$ cat src/rtl/car_queue_fr_if.sv
// Handshake-free bus between the farm-road departure logic (master) and the car queue (slave).
// Inputs are sampled on the traffic clock; all outputs except car_arrived are registered.
interface car_queue_fr_if;
    logic [4:0] arrival_Level_SWs;
    logic       add_Car;
    logic       car_in_queue;
    logic       queue_full;
    logic [3:0] queue_count;
    logic       car_arrived;
    logic       farm_sensor;
    logic [7:0] head_wait;

    modport master (
        output arrival_Level_SWs, add_Car,
        input  car_in_queue, queue_full, queue_count, car_arrived, farm_sensor, head_wait
    );

    modport slave (
        input  arrival_Level_SWs, add_Car,
        output car_in_queue, queue_full, queue_count, car_arrived, farm_sensor, head_wait
    );
endinterface

$ cat src/rtl/car_queue_fr.sv
// Farm-road car queue: LFSR-driven arrivals, departure pulses, occupancy, sensor request and head wait.
// Count/flags update one edge after the event; farm_sensor rises SENSOR_DELAY edges after the first car.
module car_queue_fr #(
    parameter logic [4:0] INITALIZE_RAND = 5'd1,
    parameter int         MAX_CARS       = 15,
    parameter int         SENSOR_DELAY   = 3
) (
    input  logic          traffic_clk,
    input  logic          reset,
    car_queue_fr_if.slave bus
);
    // All-ones is the XNOR lock-up state and would freeze the generator.
    localparam logic [4:0] SEED    = (INITALIZE_RAND == 5'b11111) ? 5'b00000 : INITALIZE_RAND;
    localparam logic [3:0] MAX_CNT = 4'(MAX_CARS);
    localparam logic [7:0] DELAY   = 8'(SENSOR_DELAY);

    typedef enum logic [1:0] {S_IDLE, S_WAIT, S_REQUEST} state_t;

    logic [4:0] r_rand;
    logic [3:0] r_queue_count;
    logic [7:0] r_head_wait;
    logic [7:0] r_wait_cnt;
    logic       r_farm_sensor;
    state_t     r_state;

    logic w_full;
    logic w_nonempty;
    logic w_arrive;
    logic w_depart;

    assign w_full     = (r_queue_count == MAX_CNT);
    assign w_nonempty = (r_queue_count != 4'd0);
    assign w_arrive   = !reset && (bus.arrival_Level_SWs > r_rand) && !w_full;
    assign w_depart   = bus.add_Car && w_nonempty;

    always_ff @(posedge traffic_clk) begin
        if (reset) begin
            r_rand        <= SEED;
            r_queue_count <= 4'd0;
            r_head_wait   <= 8'd0;
        end else begin
            r_rand <= {~(r_rand[2] ^ r_rand[0]), r_rand[4:1]};
            case ({w_arrive, w_depart})
                2'b10:   r_queue_count <= r_queue_count + 4'd1;
                2'b01:   r_queue_count <= r_queue_count - 4'd1;
                default: r_queue_count <= r_queue_count;
            endcase
            // A departure hands the head position to the next car, whose wait starts over.
            if (w_depart || !w_nonempty)
                r_head_wait <= 8'd0;
            else if (r_head_wait != 8'hFF)
                r_head_wait <= r_head_wait + 8'd1;
        end
    end

    always_ff @(posedge traffic_clk) begin
        if (reset) begin
            r_state       <= S_IDLE;
            r_wait_cnt    <= 8'd0;
            r_farm_sensor <= 1'b0;
        end else begin
            case (r_state)
                S_IDLE: begin
                    if (w_nonempty) begin
                        r_wait_cnt <= 8'd1;
                        if (DELAY == 8'd1) begin
                            r_state       <= S_REQUEST;
                            r_farm_sensor <= 1'b1;
                        end else begin
                            r_state <= S_WAIT;
                        end
                    end
                end
                S_WAIT: begin
                    if (!w_nonempty) begin
                        r_state    <= S_IDLE;
                        r_wait_cnt <= 8'd0;
                    end else begin
                        // Compare the incremented count so the sensor rises SENSOR_DELAY edges after arrival.
                        r_wait_cnt <= r_wait_cnt + 8'd1;
                        if (r_wait_cnt + 8'd1 == DELAY) begin
                            r_state       <= S_REQUEST;
                            r_farm_sensor <= 1'b1;
                        end
                    end
                end
                S_REQUEST: begin
                    if (!w_nonempty) begin
                        r_state       <= S_IDLE;
                        r_wait_cnt    <= 8'd0;
                        r_farm_sensor <= 1'b0;
                    end
                end
                default: begin
                    r_state       <= S_IDLE;
                    r_wait_cnt    <= 8'd0;
                    r_farm_sensor <= 1'b0;
                end
            endcase
        end
    end

    assign bus.car_in_queue = w_nonempty;
    assign bus.queue_full   = w_full;
    assign bus.queue_count  = r_queue_count;
    assign bus.car_arrived  = w_arrive;
    assign bus.farm_sensor  = r_farm_sensor;
    assign bus.head_wait    = r_head_wait;
endmodule

$ cat src/flat_wrapper.sv
// flat-port wrapper written by rule: the top's interface ports become plain ports
module car_queue_fr_flat 
#(
    parameter logic [4:0] INITALIZE_RAND = 5'd1,
    parameter int         MAX_CARS       = 15,
    parameter int         SENSOR_DELAY   = 3
)
  (traffic_clk, reset, bus_arrival_Level_SWs, bus_add_Car, bus_car_in_queue, bus_queue_full, bus_queue_count, bus_car_arrived, bus_farm_sensor, bus_head_wait);
  car_queue_fr_if bus_i ();
  input  logic traffic_clk;
  input  logic reset;
  input wire logic [$bits(bus_i.arrival_Level_SWs)-1:0] bus_arrival_Level_SWs;
  input wire logic [$bits(bus_i.add_Car)-1:0] bus_add_Car;
  output wire logic [$bits(bus_i.car_in_queue)-1:0] bus_car_in_queue;
  output wire logic [$bits(bus_i.queue_full)-1:0] bus_queue_full;
  output wire logic [$bits(bus_i.queue_count)-1:0] bus_queue_count;
  output wire logic [$bits(bus_i.car_arrived)-1:0] bus_car_arrived;
  output wire logic [$bits(bus_i.farm_sensor)-1:0] bus_farm_sensor;
  output wire logic [$bits(bus_i.head_wait)-1:0] bus_head_wait;
  assign bus_i.arrival_Level_SWs = bus_arrival_Level_SWs;
  assign bus_i.add_Car = bus_add_Car;
  assign bus_car_in_queue = bus_i.car_in_queue;
  assign bus_queue_full = bus_i.queue_full;
  assign bus_queue_count = bus_i.queue_count;
  assign bus_car_arrived = bus_i.car_arrived;
  assign bus_farm_sensor = bus_i.farm_sensor;
  assign bus_head_wait = bus_i.head_wait;
  car_queue_fr #(.INITALIZE_RAND(INITALIZE_RAND), .MAX_CARS(MAX_CARS), .SENSOR_DELAY(SENSOR_DELAY)) u_core (.traffic_clk(traffic_clk), .reset(reset), .bus(bus_i));
endmodule
$ cat config.mk
export PLATFORM = sky130hd
export DESIGN_NAME = car_queue_fr_flat
export DESIGN_NICKNAME = d
export VERILOG_FILES = /design/src/rtl/car_queue_fr_if.sv /design/src/rtl/car_queue_fr.sv /design/src/flat_wrapper.sv
export SDC_FILE = /design/constraint.sdc
export NUM_CORES = 1
export LEC_CHECK = 0
export BUFFER_PORTS_ARGS = -buffer_cell sky130_fd_sc_hd__buf_2
export CORE_MARGIN = 2
export CORE_UTILIZATION = 56
export CTS_CLUSTER_SIZE = 30
export DETAILED_ROUTE_END_ITERATION = 8
export PLACE_DENSITY = 0.8
export SLEW_MARGIN = 20
export SYNTH_ARGS = -nofsm -noshare
export SYNTH_HDL_FRONTEND = slang
export SYNTH_SLANG_ARGS = --single-unit
$ cat constraint.sdc
create_clock -name traffic_clk -period 3.1 [get_ports traffic_clk]
set_clock_uncertainty 0.1 [all_clocks]
set_input_delay 0.155 -clock traffic_clk [delete_from_list [all_inputs] [get_ports traffic_clk]]
set_output_delay 0.155 -clock traffic_clk [all_outputs]
set_load 0.05 [all_outputs]
After elaboration in Yosys (flattened, before gate mapping)
Index checks and enable logic that the tools add are counted.

Eq/ne operators: 12. $add $sub $neg: 4. Reduce and logical (&&, ||, !) cells: 14. Bitwise logic cells: 3. Magnitude comparators: 1. Multiplexer cells: 14.

Operators by type and width (count): 8-bit 2-to-1 mux (3); 8-bit case mux with 3 select lines (1); 8-bit by 1-bit adder with 8-bit output, second input constant (2); 8-bit by 2-bit == test with 1-bit output, second input constant (1); 2-bit 2-to-1 mux (4); 8-bit inequality test, second input constant (1); 4-bit case mux with 2 select lines (1); 2-bit by 1-bit inequality test with 1-bit output, second input constant (3); 2-bit case mux with 3 select lines (1); 5-bit greater-than comparator (1); 4-bit by 1-bit adder with 4-bit output, second input constant (1); 2-bit by 1-bit == test with 1-bit output, second input constant (2); 2-bit == test, second input constant (2); 4-bit == test, second input constant (1); 4-bit AND reduction (1); 4-bit nonzero test (1); 4-bit by 1-bit subtractor with 4-bit output, second input constant (1); 1-bit logical AND (3); 1-bit logical NOT (3); 1-bit 2-to-1 mux (3); 3-bit inequality test, second input constant (1); 1-bit case mux with 3 select lines (1); 3-bit AND reduction (1); 2-bit logical NOT (1); other kinds (7) (8).

Input bits: 8. Output and inout port bits: 16. Register bits after elaboration: 28.

Longest topological paths before layout
Word-level depth: 5. Depth in mapped cells: 13. Mapped depth without buffers: 13.

Least setup slack after synthesis
No wires, ideal clock.

Path kind: flip-flop to flip-flop. From: reg u_core.r_queue_count[0] (netlist: u_core.bus.queue_count[0]). To: reg u_core.r_queue_count[3] (netlist: u_core.bus.queue_count[3]). Setup slack: -0.037 ns. Path buffers: 0. Stages on the path, launching flop included: 10. Period minus slack after synthesis: 3.137 ns. Arrival: 2.916 ns. Cell sequence: dfxtp_1 -> and4_1 -> a311oi_1 -> o21ai_0 -> ha_1 -> ha_1 -> a21o_1 -> a21oi_1 -> mux2i_1 -> mux2_2.

Cells in the longest elaborated chain, start to end: 5. Elaborated cells on any way between the ends: 11. Those cells by class: add/sub: 2; eq/ne: 3; mux: 1; reduce/logical: 5.

RTL lines: start: declaration (line car_queue_fr.sv:20) `logic [3:0] r_queue_count;`; start signal: assignment (line car_queue_fr.sv:44) `2'b10: r_queue_count <= r_queue_count + 4'd1;`; start signal: assignment (line car_queue_fr.sv:45) `2'b01: r_queue_count <= r_queue_count - 4'd1;`; start signal: assignment (line car_queue_fr.sv:46) `default: r_queue_count <= r_queue_count;`; 4-bit == test (*) (line car_queue_fr.sv:31) `assign w_full = (r_queue_count == MAX_CNT);`; named net bus_queue_full (line flat_wrapper.sv:15) `output wire logic [$bits(bus_i.queue_full)-1:0] bus_queue_full;`; 1-bit logical NOT (*) (line car_queue_fr.sv:33) `assign w_arrive = !reset && (bus.arrival_Level_SWs > r_rand) && !w_full;`; 1-bit logical AND (*) (line car_queue_fr.sv:33); 2-bit by 1-bit == test with 1-bit output or 2-bit == test (tied branches) (line car_queue_fr.sv:43) `case ({w_arrive, w_depart})`; 4-bit case mux with 2 select lines or 2-bit nonzero test (tied branches).

The timed path passes the listed nets; every way through them passes the cells marked *. A chain may end at the register's enable or synchronous reset.

Worst setup path in the final report
From: reg u_core.r_rand[4]. To: reg u_core.r_queue_count[3] (netlist: u_core.bus.queue_count[3]).

Cells in the longest elaborated chain, start to end: 5. Elaborated cells on any way between the ends: 7. Those cells by class: order compare: 1; eq/ne: 2; mux: 1; reduce/logical: 3.

RTL lines: start: declaration (line car_queue_fr.sv:19) `logic [4:0] r_rand;`; start signal: assignment (line car_queue_fr.sv:42) `r_rand <= {~(r_rand[2] ^ r_rand[0]), r_rand[4:1]};`; 5-bit greater-than comparator (*) (line car_queue_fr.sv:33); 1-bit logical AND (*) (2 in a row) (line car_queue_fr.sv:33); 2-bit by 1-bit == test with 1-bit output or 2-bit == test (tied branches) (line car_queue_fr.sv:43); 4-bit case mux with 2 select lines or 2-bit nonzero test (tied branches).

Every way passes the cells marked *; elsewhere a longest branch is shown, timed or not.

==> metrics.cfg <==
[synth]
ys_types=49
yosys.area.top_type=dfxtp_1
synthesis.area_um2=1658
syn_inst=201
ys_top_cells_by_area=dfxtp_1, ha_1, nor2_1
ys_warn_count=0
ys_ff_latch=28
synth_area_per_cell_um2=8.248
synth.net_count=221
yosysTopAreaCellShare_pct=33.81
seq_area_frac_synth_pct=33.81

[placement]
dp_hpwl_um=2511
place.gp.congestion=0.8290
portBuffers=23
postPlaceCellArea_um2=1787
dp_slack_ns=0.1571

[layout]
fin_util_pct=66.35
areaGrowthSynthToFinish_pct=11.32
design_area_um2=1846
fin_nets=242
final_cell_mix=nor2_1, dfxtp_1, buf_2
layout-drive-gt1-share_pct=17.65
diodes=0

[worst_setup_path]
cp_slowest_cell=dfxtp_1
cp_common_cell=ha_1
crit_fanout=4
reg2reg_slack_ns=0.19
crit_arrival_ns=3.05
critPathLaunchType=register
ff2ff_path_depth=11
r2r-start=u_core.r_rand[4]
worstPathCellList=inv_1 > ha_1 > and3_1 > a311oi_2 > o21ai_0 > ha_1 > ha_1 > a21o_1 > a21oi_1 > mux2i_1 > mux2_2
crit_type=reg2reg
timing.rr.end=u_core.bus.queue_count[3]
crit_family=adder cells
cp.required_ns=3.24
cp.depth=11
critPathBufInv=1
cp_slowest_stage_delay_ns=0.35
end_kind=register

[sta]
rsz0062_at_grt=no
setup_ws_ns=0.1919
relSlewSlack_pct=59.63
drv_slew=0
max_slew.worst_pin.slew_ns=0.6034
max_freq_ghz=0.3439
finalCriticalPeriod_ns=2.908
setup_tns_ns=0
setup_viol=0
finalCritPeriodShare_pct=93.81
finalHoldViolCount=0

[global_routing]
grt-ovfl-total=0
grt_use_total_pct=22.73
antenna_found_initial=0
grt_max_degree=23
grt_pass1_vias=1470
grt_pass1_wl_um=6175

[drt]
drtPass1Iterations=4
highest_layer=met4
wl_met3_um=185
dr_total_vias=1522
wl_met2_um=1730
drt_iter0_drc=93
ant_nets=0
vias_per_cell=6.040
drt-total-wl_um=3516
wl_per_cell_um=13.95
route.detailed.drc=0
wl_met1_um=1575

[min_path]
hold_class=in2reg
holdPathEnd=u_core.r_rand[3]
hold_depth=3
worstHoldStart=reset

[run_status]
status=finished, final reports clean

[die]
row_count=19
dieHeight_um=58.41
chipWidth_um=58.41
core_area_um2=2781
io_pins=24
dieArea_um2=3412
start_util_pct=59.60

[power]
vdd_drop_max_v=0.0006830
p_leak_nw=0.7760
pwr_density_cell_nw_per_um2=709.1

[cts]
clk_pin_slew_ns=0.15
cts_made_buffers=3
cts_root_buffer=clkbuf_4
clkSinkCount=28
clock_path_buffers=2
insertion_delay_ns=0.33
htreeDepth=1
cts_tree=done
ctsHoldBuffers=0

[job]
drv_cap=0

-- power breakdown --
part / internal, mW / total, mW / switching [mW]
registers: 0.398 / 0.470 / 0.0724
logic: 0.206 / 0.601 / 0.395
clock network: 0.131 / 0.238 / 0.107
-- kinds of logic after synthesis --
logic type	share of synthesized area, %
AO/OA/AOI/OAI	18.04
multiplexers	2.491
AND/OR/NAND/NOR	26.04
XOR/XNOR	4.227
flip-flops	33.81
buffers and inverters	5.886
adder cells (fa/ha/maj)	9.509
-- worst max-delay path by stage --
stage                                     end  slack, ns                      start
global route        u_core.bus.queue_count[3]       0.03           u_core.r_rand[4]
finish              u_core.bus.queue_count[3]       0.19           u_core.r_rand[4]
detailed placement  u_core.bus.queue_count[3]       0.16           u_core.r_rand[1]
global placement    u_core.bus.queue_count[3]       0.25           u_core.r_rand[1]
CTS                 u_core.bus.queue_count[3]       0.13           u_core.r_rand[1]
floorplan           u_core.bus.queue_count[3]       0.07  u_core.bus.queue_count[0]
-- flip-flops by register name, indices dropped and copies added, names as in the netlist --
register / count
u_core.r_state: 2
u_core.bus.queue_count: 4
u_core.bus.head_wait: 8
u_core.r_wait_cnt: 8
u_core.bus.farm_sensor: 1
u_core.r_rand: 5
-- Yosys cell counts (all sizes together) --
| cell | count |
|---|---|
| a211o | 1 |
| a211oi | 2 |
| a21o | 2 |
| a21oi | 13 |
| a221oi | 3 |
| a311oi | 1 |
| a31oi | 4 |
| and2 | 2 |
| and3 | 3 |
| and4 | 4 |
| buf | 5 |
| clkbuf | 5 |
| dfxtp | 28 |
| fa | 1 |
| ha | 11 |
| inv | 13 |
| mux2 | 1 |
| mux2i | 3 |
| nand2 | 10 |
| nand2b | 1 |
| nand3 | 4 |
| nand3b | 1 |
| nand4 | 1 |
| nor2 | 29 |
| nor2b | 5 |
| nor3 | 7 |
| nor3b | 2 |
| nor4 | 6 |
| nor4bb | 1 |
| o2111ai | 1 |
| o211ai | 2 |
| o21a | 2 |
| o21ai | 11 |
| o311ai | 1 |
| o31a | 1 |
| o31ai | 1 |
| o41ai | 1 |
| or2 | 1 |
| or3 | 2 |
| or4 | 1 |
| xnor2 | 2 |
| xor2 | 6 |
-- what timing repair did --
item	in CTS	in global routing
resized for setup	0	1
setup buffers	0	0
endpoints found under the setup margin	0	1
-- tightest hold or removal path, delay by kind of cell --
| family | cells | cell delay [ns] |
|---|---|---|
| buf+inv | 2 | 0.33 |
| simple gates | 1 | 0.09 |
-- per-layer routing --
metal  GRT usage [%]  vias up
li1                -      760
met3           5.275        4
met4           3.987        0
met5               0        -
met2           40.13       44
met1           28.47      714
-- layout make-up --
type,count,area [µm²]
multi-input cells,150,1007
fillers,230,935.9
flip-flops and latches,28,560.5
clock inverters,1,30.03
well taps,31,38.79
clock buffers,3,22.52
inverters,13,48.80
repair buffers,26,137.6
-- per-stage QoR --
stage / instances / hold slack, ns / power (mW)
floorplan: 201 / 0.2288 / 0.9217
global placement: 248 / 0.3191 / 1.051
detailed placement: 248 / 0.3345 / 1.071
CTS: 252 / 0.1478 / 1.313
global route: 252 / 0.1773 / 1.392
finish: 252 / 0.1754 / 1.309
Note: power is estimated with default switching activity, not from simulation.
